<file path="config.mk">
export PLATFORM = sky130hd
export DESIGN_NAME = stage_profiler
export DESIGN_NICKNAME = d
export VERILOG_FILES = /design/src/rtl/profiler_pkg.sv /design/src/rtl/profiler_channel.sv /design/src/rtl/stage_profiler.sv
export SDC_FILE = /design/constraint.sdc
export NUM_CORES = 1
export LEC_CHECK = 0
export CORE_ASPECT_RATIO = 1.1
export CORE_UTILIZATION = 45
export DETAILED_ROUTE_END_ITERATION = 8
export GPL_ROUTABILITY_DRIVEN = 0
export PLACE_DENSITY_LB_ADDON = 0.25
export SLEW_MARGIN = 30
export SYNTH_ARGS = -nofsm -noshare
export SYNTH_HDL_FRONTEND = slang
export SYNTH_SLANG_ARGS = --single-unit
</file>
<file path="constraint.sdc">
create_clock -name clk -period 4.37 [get_ports clk]
set_clock_uncertainty 0.05 [all_clocks]
set_input_delay 0.874 -clock clk [delete_from_list [all_inputs] [get_ports clk]]
set_output_delay 0.874 -clock clk [all_outputs]
set_load 0.02 [all_outputs]
</file>
<file path="src/rtl/profiler_pkg.sv">
// Shared types and helpers for the stage profiler and its channels.
package profiler_pkg;

  // Per-channel measurement state.
  typedef enum logic [1:0] {
    IDLE = 2'd0,
    RUN  = 2'd1,
    DONE = 2'd2
  } ch_state_e;

  // Default stop word.
  localparam logic [31:0] DEFAULT_SENTINEL = 32'h7fffffff;

  // Increments value and holds at all-ones of the given width (1..64).
  // Callers cast the result back to their own counter width.
  function automatic logic [63:0] sat_inc(input logic [63:0] value, input int width);
    logic [63:0] max_v;
    max_v = (width >= 64) ? '1 : ((64'd1 << width) - 64'd1);
    return (value >= max_v) ? max_v : value + 64'd1;
  endfunction

endpackage

</file>
<file path="src/rtl/profiler_channel.sv">
// One profiler channel: IDLE/RUN/DONE FSM, saturating cycle counter,
// sticky overflow flag and sentinel comparator on its monitored bus.
module profiler_channel
  import profiler_pkg::*;
#(
  parameter int                CNT_W    = 32,
  parameter int                DATA_W   = 32,
  parameter logic [DATA_W-1:0] SENTINEL = DATA_W'(DEFAULT_SENTINEL)
) (
  input  logic              clk,
  input  logic              reset,
  input  logic              start,      // restart the whole measurement
  input  logic              start_arm,  // this channel runs on start
  input  logic              clear,
  input  logic              chain_arm,  // hand-off from the previous channel
  input  logic              rvalid,
  input  logic [DATA_W-1:0] rdata,
  output logic [CNT_W-1:0]  count,
  output logic              busy,
  output logic              done,
  output logic              overflow,
  output logic              stop        // stop event this cycle
);

  localparam logic [CNT_W-1:0] CNT_MAX = '1;

  ch_state_e        state, state_n;
  logic [CNT_W-1:0] count_n;
  logic             overflow_n;

  // Next-state, counter and overflow decode; start beats clear.
  always_comb begin
    // NOTE: every variable gets a default first so no path leaves it unassigned, which would infer a latch.
    state_n    = state;
    count_n    = count;
    overflow_n = overflow;
    stop       = (state == RUN) && rvalid && (rdata == SENTINEL);
    if (start) begin
      state_n    = start_arm ? RUN : IDLE;
      count_n    = '0;
      overflow_n = 1'b0;
    end else if (clear) begin
      state_n    = IDLE;
      count_n    = '0;
      overflow_n = 1'b0;
    end else begin
      unique case (state)
        IDLE: begin
          if (chain_arm) begin
            state_n = RUN;
            count_n = '0;
          end
        end
        RUN: begin
          count_n = CNT_W'(sat_inc(64'(count), CNT_W));
          if (count == CNT_MAX) overflow_n = 1'b1;
          if (stop) state_n = DONE;
        end
        DONE: ;
        default: state_n = IDLE;
      endcase
    end
  end

  // State, counter and overflow registers with synchronous reset.
  always_ff @(posedge clk) begin
    // NOTE: non-blocking assignments so every register samples pre-edge values, independent of statement order.
    if (reset) begin
      state    <= IDLE;
      count    <= '0;
      overflow <= 1'b0;
    end else begin
      state    <= state_n;
      count    <= count_n;
      overflow <= overflow_n;
    end
  end

  assign busy = (state == RUN);
  assign done = (state == DONE);

endmodule

</file>
<file path="src/rtl/stage_profiler.sv">
// Multi-channel cycle profiler: per-channel arm-to-sentinel counts,
// chained or parallel arming, and an end-to-end saturating total.
module stage_profiler
  import profiler_pkg::*;
#(
  parameter int                NUM_CH   = 2,
  parameter int                CNT_W    = 32,
  parameter int                DATA_W   = 32,
  parameter logic [DATA_W-1:0] SENTINEL = DATA_W'(DEFAULT_SENTINEL),
  parameter bit                CHAIN    = 1'b1
) (
  input  logic                     clk,
  input  logic                     reset,
  input  logic                     start,
  input  logic                     clear,
  input  logic [NUM_CH*DATA_W-1:0] rdata,
  input  logic [NUM_CH-1:0]        rvalid,
  output logic [NUM_CH*CNT_W-1:0]  count,
  output logic [NUM_CH-1:0]        busy,
  output logic [NUM_CH-1:0]        done,
  output logic [NUM_CH-1:0]        overflow,
  output logic                     all_done,
  output logic [CNT_W-1:0]         total
);

  logic [NUM_CH-1:0] stop;
  logic [NUM_CH-1:0] chain_src;
  logic [NUM_CH-1:0] arm_q;
  logic              total_en;

  // Channel k's hand-off source is channel k-1's stop; channel 0 has none.
  always_comb begin
    chain_src = CHAIN ? NUM_CH'({stop, 1'b0}) : '0;
  end

  // Hand-off is registered: channel k arms one edge after k-1 stops.
  always_ff @(posedge clk) begin
    if (reset || start || clear) arm_q <= '0;
    else                         arm_q <= chain_src;
  end

  for (genvar k = 0; k < NUM_CH; k++) begin : g_ch
    profiler_channel #(
      .CNT_W   (CNT_W),
      .DATA_W  (DATA_W),
      .SENTINEL(SENTINEL)
    ) u_ch (
      .clk      (clk),
      .reset    (reset),
      .start    (start),
      .start_arm((k == 0) || !CHAIN),
      .clear    (clear),
      .chain_arm(arm_q[k]),
      .rvalid   (rvalid[k]),
      .rdata    (rdata[k*DATA_W +: DATA_W]),
      .count    (count[k*CNT_W +: CNT_W]),
      .busy     (busy[k]),
      .done     (done[k]),
      .overflow (overflow[k]),
      .stop     (stop[k])
    );
  end

  // Registered AND of the per-channel done flags.
  always_ff @(posedge clk) begin
    if (reset || start || clear) all_done <= 1'b0;
    else                         all_done <= &done;
  end

  // End-to-end total: counts while work is running or a hand-off is in
  // flight, and stops accumulating once every channel has finished.
  always_ff @(posedge clk) begin
    if (reset) begin
      total    <= '0;
      total_en <= 1'b0;
    end else if (start) begin
      total    <= '0;
      total_en <= 1'b1;
    end else if (clear) begin
      total    <= '0;
      total_en <= 1'b0;
    end else begin
      if (total_en && (|busy || |arm_q))
        total <= CNT_W'(sat_inc(64'(total), CNT_W));
      if (&done && !all_done)
        total_en <= 1'b0;
    end
  end

endmodule

</file>
==> out/results.txt <==
outcome = complete, no violations
clk root buf = clkbuf_16
post-synth cell types = 56
slew margin rel. = 40.1%
IO Count = 173
Flop pwr share = 49.9%
Pwr Density = 254 nW/um^2
Seq cells post-synth = 105
ANT cells = 0
GRT Util Overall = 26.2%
Switching Power = 0.400 mW
post-synth top area share = 38.4%
Die ar. = 12,600 um^2
hold path endpoint = g_ch[0].u_ch.overflow
ANT nets after route = 0
post-synthesis compound-gate area fraction = 16.4%
xor-xnor portion of the synthesized cell area = 7.68%
Placed Area = 7260 um^2
Post-synth ARST share = 0%
Port Buffers = 172
hold_sp = g_ch[0].u_ch.overflow
# hold bufs at CTS = 0
Yosys Warn Count = 0
CP Class = reg2out
DP Wirelength = 11.8 mm
Rows = 41
worst-skew pair later-pin latency = 0.34 ns
VDD IR max = 0.174 mV
clock-pin slew on the worst setup and hold paths = 0.07 ns
drt wl/cell = 16.8 um
CTS resizes = 0
Comb pwr share = 5.0%
fin crit share = 69.8%
fin area = 7580 um^2
reg-to-reg endpoint = g_ch[1].u_ch.count[27]
Worst-Margin Slew = 0.896 ns
core area = 11,600 um^2
number of synthesized flops with an enable pin = 0
CP Max Fanout = 27
Setup-failing EPs final = 0
Die Ht = 118 um
CP required = 3.45 ns
Setup WS post-layout = 1.32 ns
Setup WS pre-CTS = 1.43 ns
Final min period = 3.05 ns
Avg Inst Size Synth = 8.18 um^2
main combinational cell family by area after synthesis = simple AND/OR/NAND/NOR gates
Post-Synth Simple-Gate Area = 30.0%
Worst Reg-to-Reg Cells = 6
initial core utilization = 47.0%
arrival time worst endpoint = 2.12 ns
reg2reg start = g_ch[1].u_ch.count[0]
Sw Share = 20.8%
most common cell after layout, fill and taps aside = clkdlybuf4s50_1
initial antenna violation count = 0
H-tree levels = 3
TritonCTS clock tree = built
vias per cell = 5.99
clk buf depth = 2
Via Count = 5,836
area leader, netlist = dfxtp_1
worst hold slack = 0.413 ns
Hold Path Class = reg2reg
first-pass GRT wire length = 27.0 mm
share of cells above drive strength 1 = 5.58%
total gr overflow = 0
multiplexer area fraction after synthesis = 2.33%
Die Wd = 107 um
commonest cells after routing, fill and taps aside = clkdlybuf4s50_1, dfxtp_1, a21oi_1
Hold Path Depth = 2
unrepaired setup endpoints after global routing = no
Max Freq = 328 MHz
fin nets = 893
clock share of power = 45.1%
LEAKAGE = 2.25 nW
Pint = 1.52 mW
Post-CTS Setup Bufs = 0
sequential cell area fraction in the yosys report = 38.4%
DRC errors left = 0
iteration count of the initial detailed-routing pass = 7
final hold violation count = 0
drt total wl = 16.4 mm
synth top area cells = dfxtp_1, a21oi_1, xnor2_1, nand4_1, nand2_1
Syn Inst Count = 669
cell area after synthesis = 5470 um^2
Max Cap Viol = 0
flop-to-flop setup slack = 1.53 ns
vias in the first global route = 5,572
element type at the critical path end = primary output
CTS Sinks = 105
Setup TNS = 0 ns
Worst Setup Start Kind = flip-flop
Max Transition Viols Final = 0
Synth Area in Adders = 0.686%
DR iter-0 viols = 398
CTS buffer count = 9
Synth Flop Type = dfxtp_1
largest net degree at the start of global routing = 43
Syn Nets = 742
Area Overhead vs Synth = 38.5%
final core occ = 65.1%
-- metal layers --
metal,vias to the layer above,GRT usage (%),wire length (um)
met5,-,0,0
met4,0,7.62,259
met3,24,4.98,1220
met2,236,42.5,7870
met1,2786,35.3,7010
li1,2790,-,-
-- worst max-delay path, stage by stage (launching register included) --
cell             delay (ns)
dfxtp_1                0.45
nand2b_1               0.09
buf_4                  0.23
inv_2                  0.09
buf_4                  0.25
clkdlybuf4s50_1        0.65
-- power by group through the flow --
stage               clock network, mW  logic (mW)  registers [mW]
floorplan                           0      0.0227           0.982
global placement                    0      0.0929           0.982
detailed placement                  0      0.0947           0.982
CTS                             0.883      0.0953           0.959
global route                    0.926       0.101           0.959
finish                          0.868      0.0953           0.960
-- area by class of cell --
class | instances | area (um^2)
clock buffer | 9 | 225
sequential | 105 | 2100
tap | 150 | 188
clock inverter | 7 | 95.1
fill | 998 | 4070
inverter | 17 | 63.8
timing repair buffer | 179 | 1770
multi-input combinational | 508 | 3130
-- logic make-up (layout without fill, tap and decap cells) --
family | Yosys count | in the layout
muxes | 12 | 12
buffers and inverters | 56 | 212
adders and majority gates | 3 | 3
and+or+nand+nor | 293 | 293
xor gates and xnor gates | 48 | 48
AOI/OAI and AO/OA | 152 | 152
DFF | 105 | 105
-- cell usage after synthesis (all sizes together) (17+ instances only) --
cell	count
inv	17
xnor2	39
dfxtp	105
a21oi	82
clkbuf	24
nor3	28
nor4	27
nor2	34
nand3	37
a31oi	21
nand4	42
nand2	55
o21ai	21
-- flip-flops by register name, indices dropped and copies added, names as in the netlist --
| name | flops |
|---|---|
| g_ch.u_ch.count | 64 |
| total | 32 |
| g_ch.u_ch.state | 4 |
| g_ch.u_ch.overflow | 2 |
| all_done | 1 |
| arm_q | 1 |
| total_en | 1 |
-- per-stage QoR --
step / instances / power (mW)
floorplan: 669 / 1.00
global placement: 959 / 1.07
detailed placement: 959 / 1.08
CTS: 975 / 1.94
global route: 975 / 1.99
finish: 975 / 1.92
-- how the worst max path moves through the flow --
stage | from | cells after the start | slack [ns] | to
2_1_floorplan | g_ch[1].u_ch.count[4] | 6 | 2.06 | g_ch[1].u_ch.count[27]
3_3_place_gp | start | 4 | 1.47 | total[28]
3_5_place_dp | start | 4 | 1.43 | total[28]
4_1_cts | g_ch[1].u_ch.state[0] | 5 | 1.32 | busy[1]
5_1_grt | g_ch[1].u_ch.state[0] | 5 | 1.22 | busy[1]
6_report | g_ch[1].u_ch.state[0] | 5 | 1.32 | busy[1]
(Power assumes the default switching activity.)
